$ cat src/rtl/fpu_f32_mul_pipe_if.sv
// Handshake and data bundle for the pipelined binary32 multiplier.
// The slave side is the multiplier and the master side is its user.
interface fpu_f32_mul_pipe_if #(
  parameter int TAG_W = 4
) ();
  logic             IN_VALID;
  logic             IN_READY;
  logic [31:0]      A;
  logic [31:0]      B;
  logic [TAG_W-1:0] IN_TAG;
  logic             OUT_VALID;
  logic             OUT_READY;
  logic [31:0]      O;
  logic [TAG_W-1:0] OUT_TAG;
  logic [3:0]       FLAGS;

  modport slave (
    input  IN_VALID, A, B, IN_TAG, OUT_READY,
    output IN_READY, OUT_VALID, O, OUT_TAG, FLAGS
  );

  modport master (
    output IN_VALID, A, B, IN_TAG, OUT_READY,
    input  IN_READY, OUT_VALID, O, OUT_TAG, FLAGS
  );
endinterface

$ cat src/rtl/fpu_f32_mul_pipe.sv
// Pipelined IEEE-754 binary32 multiplier: flush-to-zero inputs and outputs, round to nearest even.
// Each stage has a valid bit, and empty stages are filled even while the output is stalled.
module fpu_f32_mul_pipe #(
  parameter int LATENCY = 3,
  parameter int TAG_W   = 4
) (
  input  logic              CLK,
  input  logic              nRST,
  fpu_f32_mul_pipe_if.slave bus
);

  localparam int L = LATENCY;
  localparam logic [31:0] QNAN = 32'h7FC0_0000;

  // State passed from the multiply half of the datapath to the round half.
  typedef struct packed {
    logic               special;
    logic [31:0]        spec_res;
    logic [3:0]         spec_flags;
    logic               sign;
    logic signed [9:0]  exp_sum;
    logic [47:0]        prod;
  } mid_t;

  typedef struct packed {
    logic [31:0] res;
    logic [3:0]  flags;
  } res_t;

  function automatic mid_t unpack_mul(input logic [31:0] a, input logic [31:0] b);
    mid_t m;
    logic a_zero, b_zero, a_inf, b_inf, a_nan, b_nan, sgn;
    a_zero = (a[30:23] == 8'd0);
    b_zero = (b[30:23] == 8'd0);
    a_inf  = (a[30:23] == 8'hFF) && (a[22:0] == 23'd0);
    b_inf  = (b[30:23] == 8'hFF) && (b[22:0] == 23'd0);
    a_nan  = (a[30:23] == 8'hFF) && (a[22:0] != 23'd0);
    b_nan  = (b[30:23] == 8'hFF) && (b[22:0] != 23'd0);
    sgn    = a[31] ^ b[31];

    m         = '0;
    m.sign    = sgn;
    m.exp_sum = $signed({2'b00, a[30:23]}) + $signed({2'b00, b[30:23]}) - 10'sd127;
    m.prod    = {24'd0, 1'b1, a[22:0]} * {24'd0, 1'b1, b[22:0]};

    // Zero here includes flushed denormals, so Inf times a denormal is invalid.
    if (a_nan || b_nan) begin
      m.special    = 1'b1;
      m.spec_res   = QNAN;
      m.spec_flags = {(a_nan && !a[22]) || (b_nan && !b[22]), 3'b000};
    end else if ((a_inf && b_zero) || (b_inf && a_zero)) begin
      m.special    = 1'b1;
      m.spec_res   = QNAN;
      m.spec_flags = 4'b1000;
    end else if (a_inf || b_inf) begin
      m.special    = 1'b1;
      m.spec_res   = {sgn, 8'hFF, 23'd0};
    end else if (a_zero || b_zero) begin
      m.special    = 1'b1;
      m.spec_res   = {sgn, 31'd0};
    end
    return m;
  endfunction

  function automatic res_t round_pack(input mid_t m);
    res_t              r;
    logic [23:0]       mant;
    logic              g, st, up;
    logic [24:0]       mr;
    logic [22:0]       frac;
    logic signed [9:0] e;
    if (m.prod[47]) begin
      mant = m.prod[47:24];
      g    = m.prod[23];
      st   = |m.prod[22:0];
      e    = m.exp_sum + 10'sd1;
    end else begin
      mant = m.prod[46:23];
      g    = m.prod[22];
      st   = |m.prod[21:0];
      e    = m.exp_sum;
    end
    up = g && (st || mant[0]);
    mr = {1'b0, mant} + {24'd0, up};
    // A rounding carry leaves 1.000..0, so the exponent bumps and the fraction clears.
    if (mr[24]) e = e + 10'sd1;
    frac = mr[24] ? mr[23:1] : mr[22:0];

    if (m.special) begin
      r.res   = m.spec_res;
      r.flags = m.spec_flags;
    end else if (e >= 10'sd255) begin
      r.res   = {m.sign, 8'hFF, 23'd0};
      r.flags = 4'b0101;
    end else if (e < 10'sd1) begin
      r.res   = {m.sign, 31'd0};
      r.flags = 4'b0011;
    end else begin
      r.res   = {m.sign, e[7:0], frac};
      r.flags = {3'b000, g | st};
    end
    return r;
  endfunction

  logic [L-1:0]     valid_q;
  logic [L:0]       vin;
  logic [L:0]       adv;
  logic [TAG_W-1:0] tag_q [L];
  logic [31:0]      o_q;
  logic [3:0]       flags_q;
  mid_t             mid_in;
  mid_t             mid_last;
  res_t             res_d;

  // vin[k] is the valid bit offered to stage k; vin[L] is the output valid.
  assign vin = {valid_q, bus.IN_VALID};

  // NOTE: adv gets a full default before the loop, so no path through this block can infer a latch.
  always_comb begin
    adv    = '0;
    adv[L] = bus.OUT_READY;
    for (int k = L - 1; k >= 0; k--) adv[k] = !valid_q[k] || adv[k+1];
  end

  assign mid_in = unpack_mul(bus.A, bus.B);

  generate
    if (L == 1) begin : g_single
      assign mid_last = mid_in;
    end else begin : g_multi
      mid_t mid_q [L-1];

      always_ff @(posedge CLK or negedge nRST) begin
        if (!nRST) begin
          for (int k = 0; k < L - 1; k++) mid_q[k] <= '0;
        end else begin
          if (adv[0] && vin[0]) mid_q[0] <= mid_in;
          for (int k = 1; k < L - 1; k++)
            if (adv[k] && vin[k]) mid_q[k] <= mid_q[k-1];
        end
      end

      assign mid_last = mid_q[L-2];
    end
  endgenerate

  assign res_d = round_pack(mid_last);

  // NOTE: the pipeline is only a few words wide, so every register, tag array included, is reset; O, OUT_TAG and FLAGS therefore read 0 out of reset.
  always_ff @(posedge CLK or negedge nRST) begin
    if (!nRST) begin
      valid_q <= '0;
      for (int k = 0; k < L; k++) tag_q[k] <= '0;
      o_q     <= '0;
      flags_q <= '0;
    end else begin
      // NOTE: state updates are non-blocking so every stage samples its upstream neighbour's old value.
      valid_q <= (valid_q & ~adv[L-1:0]) | (vin[L-1:0] & adv[L-1:0]);
      if (adv[0] && vin[0]) tag_q[0] <= bus.IN_TAG;
      for (int k = 1; k < L; k++)
        if (adv[k] && vin[k]) tag_q[k] <= tag_q[k-1];
      if (adv[L-1] && vin[L-1]) begin
        o_q     <= res_d.res;
        flags_q <= res_d.flags;
      end
    end
  end

  assign bus.IN_READY  = adv[0];
  assign bus.OUT_VALID = vin[L];
  assign bus.O         = o_q;
  assign bus.OUT_TAG   = tag_q[L-1];
  assign bus.FLAGS     = flags_q;

endmodule

$ cat src/flat_wrapper.sv
// flat-port wrapper written by rule: the top's interface ports become plain ports
module fpu_f32_mul_pipe_flat 
#(
  parameter int LATENCY = 3,
  parameter int TAG_W   = 4
)
  (CLK, nRST, bus_IN_VALID, bus_A, bus_B, bus_IN_TAG, bus_OUT_READY, bus_IN_READY, bus_OUT_VALID, bus_O, bus_OUT_TAG, bus_FLAGS);
  fpu_f32_mul_pipe_if #(.TAG_W(TAG_W)) bus_i ();
  input  logic CLK;
  input  logic nRST;
  input wire logic [$bits(bus_i.IN_VALID)-1:0] bus_IN_VALID;
  input wire logic [$bits(bus_i.A)-1:0] bus_A;
  input wire logic [$bits(bus_i.B)-1:0] bus_B;
  input wire logic [$bits(bus_i.IN_TAG)-1:0] bus_IN_TAG;
  input wire logic [$bits(bus_i.OUT_READY)-1:0] bus_OUT_READY;
  output wire logic [$bits(bus_i.IN_READY)-1:0] bus_IN_READY;
  output wire logic [$bits(bus_i.OUT_VALID)-1:0] bus_OUT_VALID;
  output wire logic [$bits(bus_i.O)-1:0] bus_O;
  output wire logic [$bits(bus_i.OUT_TAG)-1:0] bus_OUT_TAG;
  output wire logic [$bits(bus_i.FLAGS)-1:0] bus_FLAGS;
  assign bus_i.IN_VALID = bus_IN_VALID;
  assign bus_i.A = bus_A;
  assign bus_i.B = bus_B;
  assign bus_i.IN_TAG = bus_IN_TAG;
  assign bus_i.OUT_READY = bus_OUT_READY;
  assign bus_IN_READY = bus_i.IN_READY;
  assign bus_OUT_VALID = bus_i.OUT_VALID;
  assign bus_O = bus_i.O;
  assign bus_OUT_TAG = bus_i.OUT_TAG;
  assign bus_FLAGS = bus_i.FLAGS;
  fpu_f32_mul_pipe #(.LATENCY(LATENCY), .TAG_W(TAG_W)) u_core (.CLK(CLK), .nRST(nRST), .bus(bus_i));
endmodule
$ cat config.mk
export PLATFORM = sky130hd
export DESIGN_NAME = fpu_f32_mul_pipe_flat
export DESIGN_NICKNAME = d
export VERILOG_FILES = /design/src/rtl/fpu_f32_mul_pipe_if.sv /design/src/rtl/fpu_f32_mul_pipe.sv /design/src/flat_wrapper.sv
export SDC_FILE = /design/constraint.sdc
export NUM_CORES = 2
export LEC_CHECK = 0
export ABC_AREA = 1
export CORE_ASPECT_RATIO = 0.75
export CORE_MARGIN = 2
export CORE_UTILIZATION = 64
export CTS_CLUSTER_SIZE = 10
export DETAILED_ROUTE_END_ITERATION = 16
export PLACE_DENSITY = 0.89
export SYNTH_ARGS = -nofsm -noshare
export SYNTH_HDL_FRONTEND = slang
export SYNTH_SLANG_ARGS = --single-unit
$ cat constraint.sdc
create_clock -name CLK -period 4.48 [get_ports CLK]
set_input_delay 0.896 -clock CLK [delete_from_list [all_inputs] [get_ports CLK]]
set_output_delay 0.896 -clock CLK [all_outputs]
set_load 0.005 [all_outputs]
==> implementation parameters, run 1 <==
Parameter                              Value

Run status
  Outcome    aborted with a tool error
  Stage where the flow stopped    global routing (5_1_grt)
  Error that ended the run    [ERROR GRT-0232] Routing congestion too high. Check the congestion heatmap in the GUI.

Yosys
  Post-synthesis net count    4486
  Mean instance size in the synthesized netlist    7.70 um2
  Most used standard cells in the synthesized netlist    sky130_fd_sc_hd__inv_1 (1028), sky130_fd_sc_hd__nand2_1 (1000), sky130_fd_sc_hd__fa_1 (483), sky130_fd_sc_hd__ha_1 (186), sky130_fd_sc_hd__dfrtp_1 (179)
  Post-synth top area share    33.5%
  Most repeated cell in the gate-level netlist after synthesis    sky130_fd_sc_hd__inv_1
  Cells after Synth    3745
  Most instantiated flip-flop cell in the synthesis netlist    sky130_fd_sc_hd__dfrtp_1
  Leading area contributor after synthesis    sky130_fd_sc_hd__fa_1
  Post-synthesis sequential element count    179
  Post-synth EDFFs    0
  Distinct cell type count after synthesis    54
  Ys async rst share    100%
  Sequential cell area fraction in the yosys report    15.5%
  YS warnings    0
  Area of the mapped netlist    0.0288 mm2
  Top cells by area in the synthesized netlist    sky130_fd_sc_hd__fa_1 (34%), sky130_fd_sc_hd__dfrtp_1 (16%), sky130_fd_sc_hd__inv_1 (13%)

Clock network
  Clock Tree Root    sky130_fd_sc_hd__clkbuf_16
  Quantity of hold-fixing buffers added after cts    0
  Num Clock Sinks    179
  Clock Tree Buf Depth    2
  # H-tree levels    4
  CTS buffer count    17

Place
  Worst setup slack before clock tree synthesis    -3.12 ns
  Placed insts    4615
  Final Wtd Congestion    0.954
  Hpwl dp    66400 um
  Port bufs    113

Die
  Vert. Die Dim    188 um
  Row count    67
  Starting Density    64.7%
  Die Wd    249 um
  # IOs    114

GRT
  Global-route usage over all layers    85.5%
  Maximum number of pins on one net before global-route repair    85
  Overall overflow remaining after global route    612
stage by stage:
step           util (%)  hold WS, ns  cell area, um2
2_1_floorplan         -        0.436           29700
3_5_place_dp       75.2        0.454           33500
3_3_place_gp       75.2        0.452           33500
4_1_cts            84.6        0.471           37700
repair_timing:
item	CTS
gates resized for setup	728
gates cloned	26
buffers inserted	171
setup endpoints to repair	42
pin swaps	241
per-layer routing:
metal	GRT usage [%]	overflow
met2	95.7	356
met3	78.9	20
met4	84.5	201
met5	61.6	4
met1	83.6	31
cell families after synthesis:
group	after synthesis	synth area share, %
AO/OA/AOI/OAI	288	5.53
XOR/XNOR	54	1.64
adder cells (fa/ha/maj)	669	41.6
buffers and inverters	1176	15.6
flip-flops	179	15.5
multiplexers	30	1.17
AND/OR/NAND/NOR	1349	19.0
==> run 2, diff against run 1 <==
- CORE_ASPECT_RATIO: 0.75 -> default
- CORE_UTILIZATION: 64 -> 40
- CTS_CLUSTER_SIZE: 10 -> default
- PLACE_DENSITY: 0.89 -> default
- PLACE_DENSITY_LB_ADDON: default -> 0.15
==> run 2 against run 1 <==
Net effect:
- the flow now finishes, with violations (negative setup slack)
- synthesized area unchanged
- synthesized cell count unchanged
==> implementation parameters, run 2 <==
Parameter                              Value

Run status
  Outcome    complete, but fails checks
  Failing checks    negative setup slack

Route
  Detail-routed net length per standard cell    16.4 um
  Final routed wirelength across all metal layers    85900 um
  Via/cell ratio    4.74
  Number of violations reported at the end of detailed-routing iteration 0    1376
  Final antenna-violating net count    0
  Post-detailed-route DRC marker count    0
  Vias after detailed routing    24757
  Pre-antenna DRT Iters    5

Yosys
  Most instantiated flip-flop cell in the synthesis netlist    sky130_fd_sc_hd__dfrtp_1
  Share of the synthesized netlist area taken by xor and xnor gates    1.64%
  Post-synthesis net count    4486
  Most used standard cells in the synthesized netlist    sky130_fd_sc_hd__inv_1 (1028), sky130_fd_sc_hd__nand2_1 (1000), sky130_fd_sc_hd__fa_1 (483), sky130_fd_sc_hd__ha_1 (186), sky130_fd_sc_hd__dfrtp_1 (179)
  Mean instance size in the synthesized netlist    7.70 um2
  Ys async rst share    100%
  Leading area contributor after synthesis    sky130_fd_sc_hd__fa_1
  Cells after Synth    3745
  Top cells by area in the synthesized netlist    sky130_fd_sc_hd__fa_1 (34%), sky130_fd_sc_hd__dfrtp_1 (16%), sky130_fd_sc_hd__inv_1 (13%)
  Most repeated cell in the gate-level netlist after synthesis    sky130_fd_sc_hd__inv_1
  Post-synthesis sequential element count    179
  Sequential cell area fraction in the yosys report    15.5%
  Main combinational cell family by area after synthesis    adder cells
  Distinct cell type count after synthesis    54
  Post-synth top area share    33.5%
  Compound-gate portion of the synthesized area    5.53%
  YS warnings    0
  Post-synthesis share of cell area spent on and, or, nand and nor gates    19.0%
  Area of the mapped netlist    0.0288 mm2
  Fraction of synthesized area in multiplexers    1.17%
  Adder-cell share of the synthesized area    41.6%
  Post-synth EDFFs    0

Clock network
  # H-tree levels    4
  Num Clock Sinks    179
  CTS buffer count    17
  Clock Tree Buf Depth    2
  Clock slew seen by the registers of the worst setup and hold paths    0.07 ns
  Insertion delay to the later sink of the worst-skew pair    0.44 ns
  TritonCTS clock tree    built
  Clock Tree Root    sky130_fd_sc_hd__clkbuf_16

GRT
  Global-route usage over all layers    23.7%
  Maximum number of pins on one net before global-route repair    107
  First-pass GRT wire length    138000 um
  Vias in the first global route    25831
  Antenna violations before repair    0
  Overall overflow remaining after global route    0

Layout
  Most used cells in the layout excluding fill and tap cells    sky130_fd_sc_hd__nand2_1 (903), sky130_fd_sc_hd__inv_1 (885), sky130_fd_sc_hd__fa_1 (443)
  Most frequent standard cell in the layout excluding fill and tap cells    sky130_fd_sc_hd__nand2_1
  Max FFs per register    128
  Post-layout util    54.2%
  Final net count    5002
  Largest reg by FF count    u_core.g_multi.mid_q
  Share of final-layout standard cells stronger than drive strength 1    27.1%
  Total inserted antenna cells    0
  Filler cell count    6659
  Syn-to-layout area delta    34.4%

Timing
  Tcrit/Tclk final    146%
  Count of final hold-check violations    0
  Relative slew slack    42.6%
  Highest attainable clock frequency    153 MHz
  Final critical-path setup slack    -2.07 ns
  Final period demand of the worst path    6.55 ns
  Setup repair after global routing missed its margin    true
  Final count of pins violating max slew    0
  Worst slew pin tran    0.861 ns
  Final-report setup violation count    42
  Post-route clock skew    0.00775 ns

Place
  Final Wtd Congestion    0.910
  Hpwl dp    66100 um
  Worst setup slack before clock tree synthesis    -3.02 ns
  Port bufs    113

Min path
  Hold WC Path Type    flip-flop to flip-flop
  Hold depth    2

Die
  Row count    98
  # IOs    114
  Total core area    0.0715 mm2
  Starting Density    40.4%
  Vert. Die Dim    273 um
  Die Area    0.0743 mm2
  Die Wd    273 um

Critical path
  Most frequent cell on the critical path    sky130_fd_sc_hd__fa_1
  Kind of capture point of the worst setup path    flip-flop
  Critical path data arrival time    6.87 ns
  Startpoint type of the worst setup path    input pin
  Biggest fanout along the worst timing path    5
  Data required time at the worst endpoint    4.80 ns
  Critical setup path kind    input pin to flip-flop
  Slowest library cell on the worst path    sky130_fd_sc_hd__fa_1
  Max stage delay on crit path    0.57 ns
  Number of cells traversed by the worst register-to-register path    21

Flow run
  Count of maximum capacitance violations    0
[run 2: cell counts after synthesis]
Identical to the previous run, type by type.
[run 2: cells by family (layout without fill, tap and decap cells)]
logic type / Yosys count / count (layout)
buffers and inverters: 1176 / 1705
and+or+nand+nor: 1349 / 1349
adders and majority gates: 669 / 669
muxes: 30 / 30
AOI/OAI and AO/OA: 288 / 288
DFF: 179 / 179
xor gates and xnor gates: 54 / 54
[run 2: final timing paths]
kind                       slack, ns                                 start                               endpoint
max                            -2.07                             bus_A[14]  u_core.g_multi.mid_q[142]$_DFFE_PN0P_
min                             0.47           u_core.tag_q[5]$_DFFE_PN0P_      u_core.bus.OUT_TAG[1]$_DFFE_PN0P_
max reg2reg                     0.64  u_core.g_multi.mid_q[47]$_DFFE_PN0P_           u_core.bus.O[22]$_DFFE_PN0P_
min reg2reg                     0.47           u_core.tag_q[5]$_DFFE_PN0P_      u_core.bus.OUT_TAG[1]$_DFFE_PN0P_
max in group asynchronous       3.00                                  nRST   u_core.g_multi.mid_q[47]$_DFFE_PN0P_
min in group asynchronous       0.57                                  nRST      u_core.bus.OUT_TAG[0]$_DFFE_PN0P_
[run 2: final cells by class]
cell class	instances	area, um2	area share [%]
clock buffers	18	429	1.11
multi-input cells	2390	22000	56.8
flip-flops and latches	179	4480	11.6
inverters	1031	3880	10.0
well taps	950	1190	3.07
repair buffers	642	6620	17.1
clock inverters	14	156	0.403
[run 2: critical path: cells and delay by family]
family,cells,cell delay [ns]
compound gates,4,0.48
buf+inv,11,1.00
simple gates,8,0.80
fa+ha+maj,8,3.69
[run 2: stage by stage]
stage | hold WS [ns] | instances | TNS [ns] | area, um2
finish | 0.466 | 5224 | -70.29 | 38800
CTS | 0.470 | 5196 | -72.64 | 37800
detailed placement | 0.453 | 5019 | -108.83 | 34400
global placement | 0.447 | 5019 | -107.43 | 34400
global route | 0.488 | 5224 | -77.43 | 38800
floorplan | 0.436 | 3745 | -62.28 | 29700
[run 2: metal layers]
layer	vias to the layer above	wire length, um	GRT usage, %
met5	-	0	0
met3	122	3890	2.15
met2	598	42700	41.9
met4	0	2270	6.29
met1	12102	37000	31.0
li1	11935	-	-
[run 2: what timing repair did]
action / in CTS / in global routing
gates resized for setup: 546 / 337
pin swaps: 215 / 210
hold buffers: 0 / 0
buffers inserted: 137 / 51
cloned: 12 / 0
setup endpoints to repair: 42 / 42
Power of run 2 is not shown: default switching activity piles up to over one toggle a cycle in this logic, so the estimate is an artifact.
